<file path="src/rtl/dram_access_unit_pkg.sv">
// Shared encodings for the DRAM access unit.
// Size codes, control bits and FSM states.
package dram_access_unit_pkg;

    localparam logic [1:0] DRAM_SZ_B = 2'd0;
    localparam logic [1:0] DRAM_SZ_H = 2'd1;
    localparam logic [1:0] DRAM_SZ_W = 2'd2;
    localparam int DRAM_CTRL_UNS = 2;

    localparam logic [1:0] DAU_IDLE = 2'd0;
    localparam logic [1:0] DAU_ACC0 = 2'd1;
    localparam logic [1:0] DAU_ACC1 = 2'd2;
    localparam logic [1:0] DAU_DONE = 2'd3;

    function automatic logic [3:0] size_mask(
        input logic [1:0] sz
    );
        case (sz)
            DRAM_SZ_B: return 4'h1;
            DRAM_SZ_H: return 4'h3;
            default:   return 4'hF;
        endcase
    endfunction

endpackage

</file>
<file path="src/rtl/dram_lane_align.sv">
// Byte-lane placement for stores and
// extraction/extension for loads.
module dram_lane_align
    import dram_access_unit_pkg::*;
(
    input  logic [1:0]  off,
    input  logic [2:0]  ctrl,
    input  logic [31:0] wdata,
    input  logic [63:0] rdata64,
    output logic [7:0]  be64,
    output logic [63:0] wd64,
    output logic        split,
    output logic [31:0] rd
);

    logic [63:0] sh;
    logic        uns;

    // Shift enables/data into the 8-byte window, pull load data back out
    always_comb begin
        be64  = {4'h0, size_mask(ctrl[1:0])} << off;
        wd64  = {32'h0, wdata} << {off, 3'b000};
        split = |be64[7:4];
        sh    = rdata64 >> {off, 3'b000};
        uns   = ctrl[DRAM_CTRL_UNS];
        case (ctrl[1:0])
            DRAM_SZ_B:
                rd = uns ? {24'h0, sh[7:0]}
                         : {{24{sh[7]}}, sh[7:0]};
            DRAM_SZ_H:
                rd = uns ? {16'h0, sh[15:0]}
                         : {{16{sh[15]}}, sh[15:0]};
            default:
                rd = sh[31:0];
        endcase
    end

endmodule

</file>
<file path="src/rtl/dram_access_unit.sv">
// Turns arbitrated DRAM requests into one or
// two byte-enabled 32-bit word transactions.
module dram_access_unit
    import dram_access_unit_pkg::*;
#(
    parameter int ACK_TIMEOUT = 255,
    parameter int CNT_W       = 8
) (
    input  logic        CLK,
    input  logic        RST_X,
    input  logic [31:0] w_dram_addr,
    input  logic [31:0] w_dram_wdata,
    input  logic        w_dram_we_t,
    input  logic        w_dram_le,
    input  logic [2:0]  w_dram_ctrl,
    output logic        w_dram_busy,
    output logic [31:0] w_dram_odata,
    output logic        mem_req,
    output logic        mem_we,
    output logic [29:0] mem_addr,
    output logic [31:0] mem_wdata,
    output logic [3:0]  mem_be,
    input  logic        mem_ack,
    input  logic [31:0] mem_rdata,
    output logic        err_timeout
);

    localparam logic [CNT_W-1:0] TO_LAST =
        CNT_W'(ACK_TIMEOUT - 1);

    logic [1:0]       state;
    logic [31:0]      a_addr;
    logic [31:0]      a_wdata;
    logic [2:0]       a_ctrl;
    logic             a_we;
    logic             we_ref;
    logic             ld_pend;
    logic [31:0]      r0;
    logic [31:0]      r1;
    logic [CNT_W-1:0] cnt;

    logic        st;
    logic        ld;
    logic        in0;
    logic        in1;
    logic [7:0]  be64;
    logic [63:0] wd64;
    logic        split;
    logic [31:0] rd;

    dram_lane_align u_lane (
        .off     (a_addr[1:0]),
        .ctrl    (a_ctrl),
        .wdata   (a_wdata),
        .rdata64 ({r1, r0}),
        .be64    (be64),
        .wd64    (wd64),
        .split   (split),
        .rd      (rd)
    );

    // Start detect and word-port drive from the current state
    always_comb begin
        st          = (w_dram_we_t != we_ref);
        ld          = w_dram_le | ld_pend;
        w_dram_busy = (state != DAU_IDLE) | st | ld;
        in0         = (state == DAU_ACC0);
        in1         = (state == DAU_ACC1);
        mem_req     = in0 | in1;
        mem_we      = mem_req & a_we;
        mem_addr    = 30'h0;
        mem_be      = 4'h0;
        mem_wdata   = 32'h0;
        if (in0) begin
            mem_addr  = a_addr[31:2];
            mem_be    = be64[3:0];
            mem_wdata = wd64[31:0];
        end else if (in1) begin
            mem_addr  = a_addr[31:2] + 30'd1;
            mem_be    = be64[7:4];
            mem_wdata = wd64[63:32];
        end
    end

    // Request sequencing, ack capture and timeout abort
    always_ff @(posedge CLK or negedge RST_X) begin
        if (!RST_X) begin
            state        <= DAU_IDLE;
            a_addr       <= 32'h0;
            a_wdata      <= 32'h0;
            a_ctrl       <= 3'h0;
            a_we         <= 1'b0;
            we_ref       <= 1'b0;
            ld_pend      <= 1'b0;
            r0           <= 32'h0;
            r1           <= 32'h0;
            cnt          <= '0;
            w_dram_odata <= 32'h0;
            err_timeout  <= 1'b0;
        end else begin
            unique case (state)
                DAU_IDLE: begin
                    if (st || ld) begin
                        state   <= DAU_ACC0;
                        cnt     <= '0;
                        r0      <= 32'h0;
                        r1      <= 32'h0;
                        a_addr  <= w_dram_addr;
                        a_wdata <= w_dram_wdata;
                        a_ctrl  <= w_dram_ctrl;
                        a_we    <= st;
                        ld_pend <= st & ld;
                        if (st) we_ref <= w_dram_we_t;
                    end
                end
                DAU_ACC0: begin
                    if (mem_ack) begin
                        if (!a_we) r0 <= mem_rdata;
                        cnt   <= '0;
                        state <= split ? DAU_ACC1 : DAU_DONE;
                    end else if (cnt == TO_LAST) begin
                        err_timeout <= 1'b1;
                        state       <= DAU_DONE;
                    end else begin
                        cnt <= cnt + 1'b1;
                    end
                end
                DAU_ACC1: begin
                    if (mem_ack) begin
                        if (!a_we) r1 <= mem_rdata;
                        state <= DAU_DONE;
                    end else if (cnt == TO_LAST) begin
                        err_timeout <= 1'b1;
                        state       <= DAU_DONE;
                    end else begin
                        cnt <= cnt + 1'b1;
                    end
                end
                DAU_DONE: begin
                    if (!a_we) w_dram_odata <= rd;
                    state <= DAU_IDLE;
                end
                default: state <= DAU_IDLE;
            endcase
        end
    end

endmodule

</file>
<file path="config.mk">
export PLATFORM = sky130hd
export DESIGN_NAME = dram_access_unit
export DESIGN_NICKNAME = d
export VERILOG_FILES = /design/src/rtl/dram_access_unit_pkg.sv /design/src/rtl/dram_lane_align.sv /design/src/rtl/dram_access_unit.sv
export SDC_FILE = /design/constraint.sdc
export NUM_CORES = 1
export LEC_CHECK = 0
export ABC_AREA = 0
export CAP_MARGIN = 15
export CORE_MARGIN = 1
export CORE_UTILIZATION = 55
export CTS_BUF_LIST = sky130_fd_sc_hd__clkbuf_4 sky130_fd_sc_hd__clkbuf_8 sky130_fd_sc_hd__clkbuf_16
export CTS_CLUSTER_SIZE = 25
export DETAILED_ROUTE_END_ITERATION = 8
export HOLD_SLACK_MARGIN = 0.05
export PLACE_DENSITY = 0.9
export SKIP_LAST_GASP = 1
export SLEW_MARGIN = 20
export SYNTH_ARGS = -nofsm -noshare
export SYNTH_HDL_FRONTEND = slang
export SYNTH_SLANG_ARGS = --single-unit
</file>
<file path="constraint.sdc">
create_clock -name CLK -period 3.7 [get_ports CLK]
set_clock_uncertainty 0.1 [all_clocks]
set_input_delay 0.555 -clock CLK [delete_from_list [all_inputs] [get_ports CLK]]
set_output_delay 0.555 -clock CLK [all_outputs]
set_load 0.01 [all_outputs]
</file>
Word level (Yosys, flattened, before mapping)
Cells that the tools add are included.
Widths: inputs -> output; s select.

word-level totals
  flip-flop bits (word level) = 177
  input bits = 104
  output and inout bits = 102

cells by class
  $add $sub $neg = 2
  equal/unequal tests = 12
  shift operators = 3
  multiplexer cells = 26
  bitwise logic cells = 8
  reductions and logical operators = 16

operators by type and width
  kind                   number
  $mux 32                7
  $pmux 32 s2            3
  $shl 32x5->64          1
  $shr 64x5->32          1
  $mux 30                2
  $mux 8                 4
  $add 30x1->30 const B  1
  $pmux 8 s3             1
  $ne 2x2->1 const B     6
  $reduce_and 3->1       3
  $add 8x1->8 const B    1
  $eq 8x8->1 const B     1
  $mux 2                 4
  $mux 4                 2
  $pmux 2 s4             1
  $pmux 4 s2             1
  $reduce_and 4->1       2
  $shl 4x2->8            1
  $reduce_bool 2->1      3
  $eq 2x1->1 const B     2
  $eq 2x2->1 const B     2
  $logic_not 2->1        2
  $or 1x1->1             4
  $reduce_and 2->1       2
  other kinds (8)        10

Longest topological paths before layout
  word-level depth = 7
  gate-level depth with buffers = 9
  depth with buffers taken out = 6

By module
From an unflattened synthesis, not the netlist that was laid out.

second synthesis, totals
  cell total of the unflattened synthesis = 973
  area total of the unflattened synthesis = 10118.5 µm²

modules (own cells, without submodules)
  module            times used  cells an instance  area each (µm²)
  dram_access_unit  1           717                8235.4
  dram_lane_align   1           256                1883.1

Worst setup path after synthesis
No wires, ideal clock.

  kind = register -> output
  start = reg state[1]
  end = out mem_addr[22]
  arrival = 2202 ps
  slack = 843 ps
  stages on the path, launching flop included = 8
  path buffers = 1
  path through = dfrtp_1 -> inv_1 -> ha_1 -> nand3b_1 -> or4_1 -> buf_2 -> or4_1 -> a21oi_1

between the ends
  cells in the longest elaborated chain, start to end = 3

RTL lines
  element                 line                     source
  from (decl)             dram_access_unit.sv:31   logic [1:0] state;
  from (signal assigned)  dram_access_unit.sv:120  state <= split ? DAU_ACC1 : DAU_DONE;
  $eq 2x2->1              dram_access_unit.sv:68   in1 = (state == DAU_ACC1);
  $mux 30                 dram_access_unit.sv:78   end else if (in1) begin
  $mux 30 *               dram_access_unit.sv:74   if (in0) begin
  to (decl)               dram_access_unit.sv:20   output logic [29:0] mem_addr,

Mark *: on every way between the ends. The rest lies on a longest branch, timed or not.

Final worst setup path
  start = reg state[0]
  end = out mem_addr[23]

The elaborated chain is that of the path after synthesis.

==> results.yml <==
run_status:
  outcome: "complete, no violations"
cells_and_area:
  area_delta_synth_final_pct: 32.5
  final_cell_mix: "clkdlybuf4s50_1, dfrtp_1, nand2_1"
  nets: 1240
  final_layout_size_suffix_gt1_share_pct: 15.2
  final_common_cell: "clkdlybuf4s50_1"
  final_area_um2: 12100
sta:
  rsz0062_at_grt: "yes"
  finalHoldViolations: 0
  setup_viol: 0
  period_minus_slack_ns: 3.69
  hold-worst-slack_ns: 0.0702
  relSlewSlack_pct: 30.3
  finalCritPeriodShare_pct: 99.9
  finalMaxSlewViolations: 0
  fmax_ghz: 0.271
  worstMarginPinSlew_ns: 1.05
placement:
  dp_hpwl_mm: 17.9
  portBuffers: 205
  place_area_um2: 11400
  gp_congestion: 0.858
run:
  cap_viol_max_count: 0
route:
  vias: 8368
  wl_per_cell_um: 19.9
  via_per_inst: 6.18
  drt_iter0_markers: 781
  firstDrtPassIters: 6
  drc: 0
  wirelength_mm: 27.0
  ant_nets: 0
grt:
  grt_pass1_wl_mm: 41.6
  grt_max_degree: 87
  grt_pass1_vias: 8170
  grt-ovfl-total: 0
  antenna_found_initial: 0
  grt_usage_pct: 31.8
logic_synthesis:
  synth_top_area_share_pct: 46.2
  seq_area_frac_synth_pct: 46.2
  synth.area.top_cells: "dfrtp_1, mux2_2, nand2_1"
  synthDistinctLibCells: 50
  syn_inst: 936
  synth_fp_nets: 1049
  synth_area_per_cell_um2: 9.77
  synth_edf_count: 0
  yosys_warnings: 0
  yosys.area.top_type: "dfrtp_1"
  ys_ff_latch: 169
  ys.flop_type: "dfrtp_1"
  synthArstFlopShare_pct: 100
  synth_area_um2: 9150
floorplan:
  dieArea_um2: 17100
  die_y_um: 131
  pin_count: 206
  core-area_um2: 16100
  row_count: 46
  initial_core_util_pct: 57.0
  die_width_um: 131
clocking:
  cts_tree: "done"
  insertion_delay_ns: 0.43
  clock-sinks: 169
  cts_buffers: 17
  cts_root_buf: "clkbuf_16"
  clk_pin_slew_ns: 0.06
  htree_num_levels: 4
  cts_buffer_depth: 2
worst_setup_path:
  cp_max_fo: 7
  timing.rr.start: "a_addr[1]"
  crit_type: "flop to output port"
  r2r_slack_ns: 0.88
  timing.rr.end: "w_dram_odata[21]"
  start_kind: "flop"
  worst_ep_required_time_ns: 3.04
  reg2reg_depth: 5
  end_kind: "output port"
  critPathArrivalTime_ns: 3.04
power_and_ir_drop:
  internal-power_mw: 6.52
  clkPwrFrac_pct: 17.2
  power_frac_seq_pct: 31.5
  comb_power_share_pct: 51.3
  switchingPower_mw: 4.38
  p_sw_share_pct: 40.2
  powerDensity_nw_per_um2: 900
  ir_drop_mv: 0.533
  p_leak_nw: 5.15
hold_path:
  hp-class: "primary input to async pin"
## worst max-delay path by stage
stage                     startpoint            to  slack (ns)  cells past startpoint
after floorplan             state[1]  mem_addr[22]        0.84                      7
after global placement      state[0]  mem_addr[22]        0.27                      6
after detailed placement    state[0]  mem_addr[22]        0.27                      6
after CTS                   state[0]  mem_addr[22]       -0.03                      6
after global routing        state[0]  mem_addr[23]       -0.06                      6
final                       state[0]  mem_addr[23]       0.005                      6
## cell type report
type	instances	area, um2
clock buffer	18	439
fill	1042	3940
tap	216	270
inverter	18	67.6
clock inverter	12	176
antenna	1	2.50
timing repair buffer	235	2300
multi-input combinational	686	4630
sequential	169	4240
## cell families (layout without fill, tap and decap cells)
group | Yosys count | after routing | synth area share, %
DFF | 169 | 169 | 46.2
and+or+nand+nor | 288 | 289 | 14.6
other | 0 | 1 | 0
AOI/OAI and AO/OA | 236 | 236 | 16.2
buffers and inverters | 82 | 283 | 3.65
xor gates and xnor gates | 9 | 9 | 0.862
adders and majority gates | 9 | 9 | 1.23
muxes | 143 | 143 | 17.3
## Yosys cell counts, types with 11 or more instances
| master | count |
|---|---|
| buf_2 | 15 |
| o211ai_1 | 27 |
| nand2_1 | 135 |
| a21oi_1 | 50 |
| o22ai_1 | 13 |
| nand3_1 | 18 |
| mux2_2 | 91 |
| a22o_1 | 35 |
| nand2b_1 | 11 |
| or3_1 | 13 |
| nor2_1 | 57 |
| o21ai_0 | 80 |
| clkbuf_1 | 43 |
| inv_1 | 18 |
| mux2i_1 | 49 |
| dfrtp_1 | 169 |
## worst max-delay path, stage by stage, from the launching register on
cell	delay (ns)
dfrtp_1	0.42
ha_1	0.25
nand4b_1	0.26
or4_2	0.68
o311ai_0	0.39
nand2_1	0.09
clkdlybuf4s50_1	0.51
## through the flow
| stage | cells | util, % | power, mW | setup TNS, ns | setup WS [ns] |
|---|---|---|---|---|---|
| finish | 1355 | 75.5 | 10.9 | 0 | 0.00544 |
| floorplan | 936 | - | 6.64 | 0 | 0.843 |
| detailed placement | 1315 | 71.1 | 8.90 | 0 | 0.266 |
| global placement | 1315 | 71.1 | 8.70 | 0 | 0.272 |
| global route | 1354 | 75.5 | 11.5 | -0.0909 | -0.0604 |
| CTS | 1350 | 75.1 | 10.8 | -0.0309 | -0.0309 |
## power groups by stage
stage          combinational (mW)  sequential, mW  clock, mW
2_1_floorplan                3.46            3.18          0
3_3_place_gp                 5.34            3.36          0
3_5_place_dp                 5.49            3.42          0
4_1_cts                      5.53            3.40       1.89
5_1_grt                      6.05            3.52       1.96
6_report                     5.60            3.43       1.88
## sequential cells by signal, indices dropped and copies added (netlist names)
register and cells:
we_ref 1, ld_pend 1, w_dram_odata 32, err_timeout 1, a_ctrl 3, a_we 1
a_wdata 32, a_addr 32, r0 32, cnt 8, r1 24, state 2
## routing by layer
| metal | track usage [%] | vias to the layer above | share of wire (%) |
|---|---|---|---|
| li1 | - | 3762 | - |
| met1 | 41.2 | 4102 | 41 |
| met2 | 51.7 | 430 | 49 |
| met3 | 6.72 | 74 | 7.2 |
| met4 | 13.9 | 0 | 3.1 |
| met5 | 0 | - | 0 |
## repair_timing
action / 4_1_cts / 5_1_grt
setup endpoints to repair: 14 / 14
gates resized for setup: 7 / 8
pin swaps: 1 / 1
hold endpoints to repair: 0 / 0
cloned: 0 / 1
setup buffers: 5 / 3
hold buffers: 0 / 0
(Power assumes the default switching activity.)
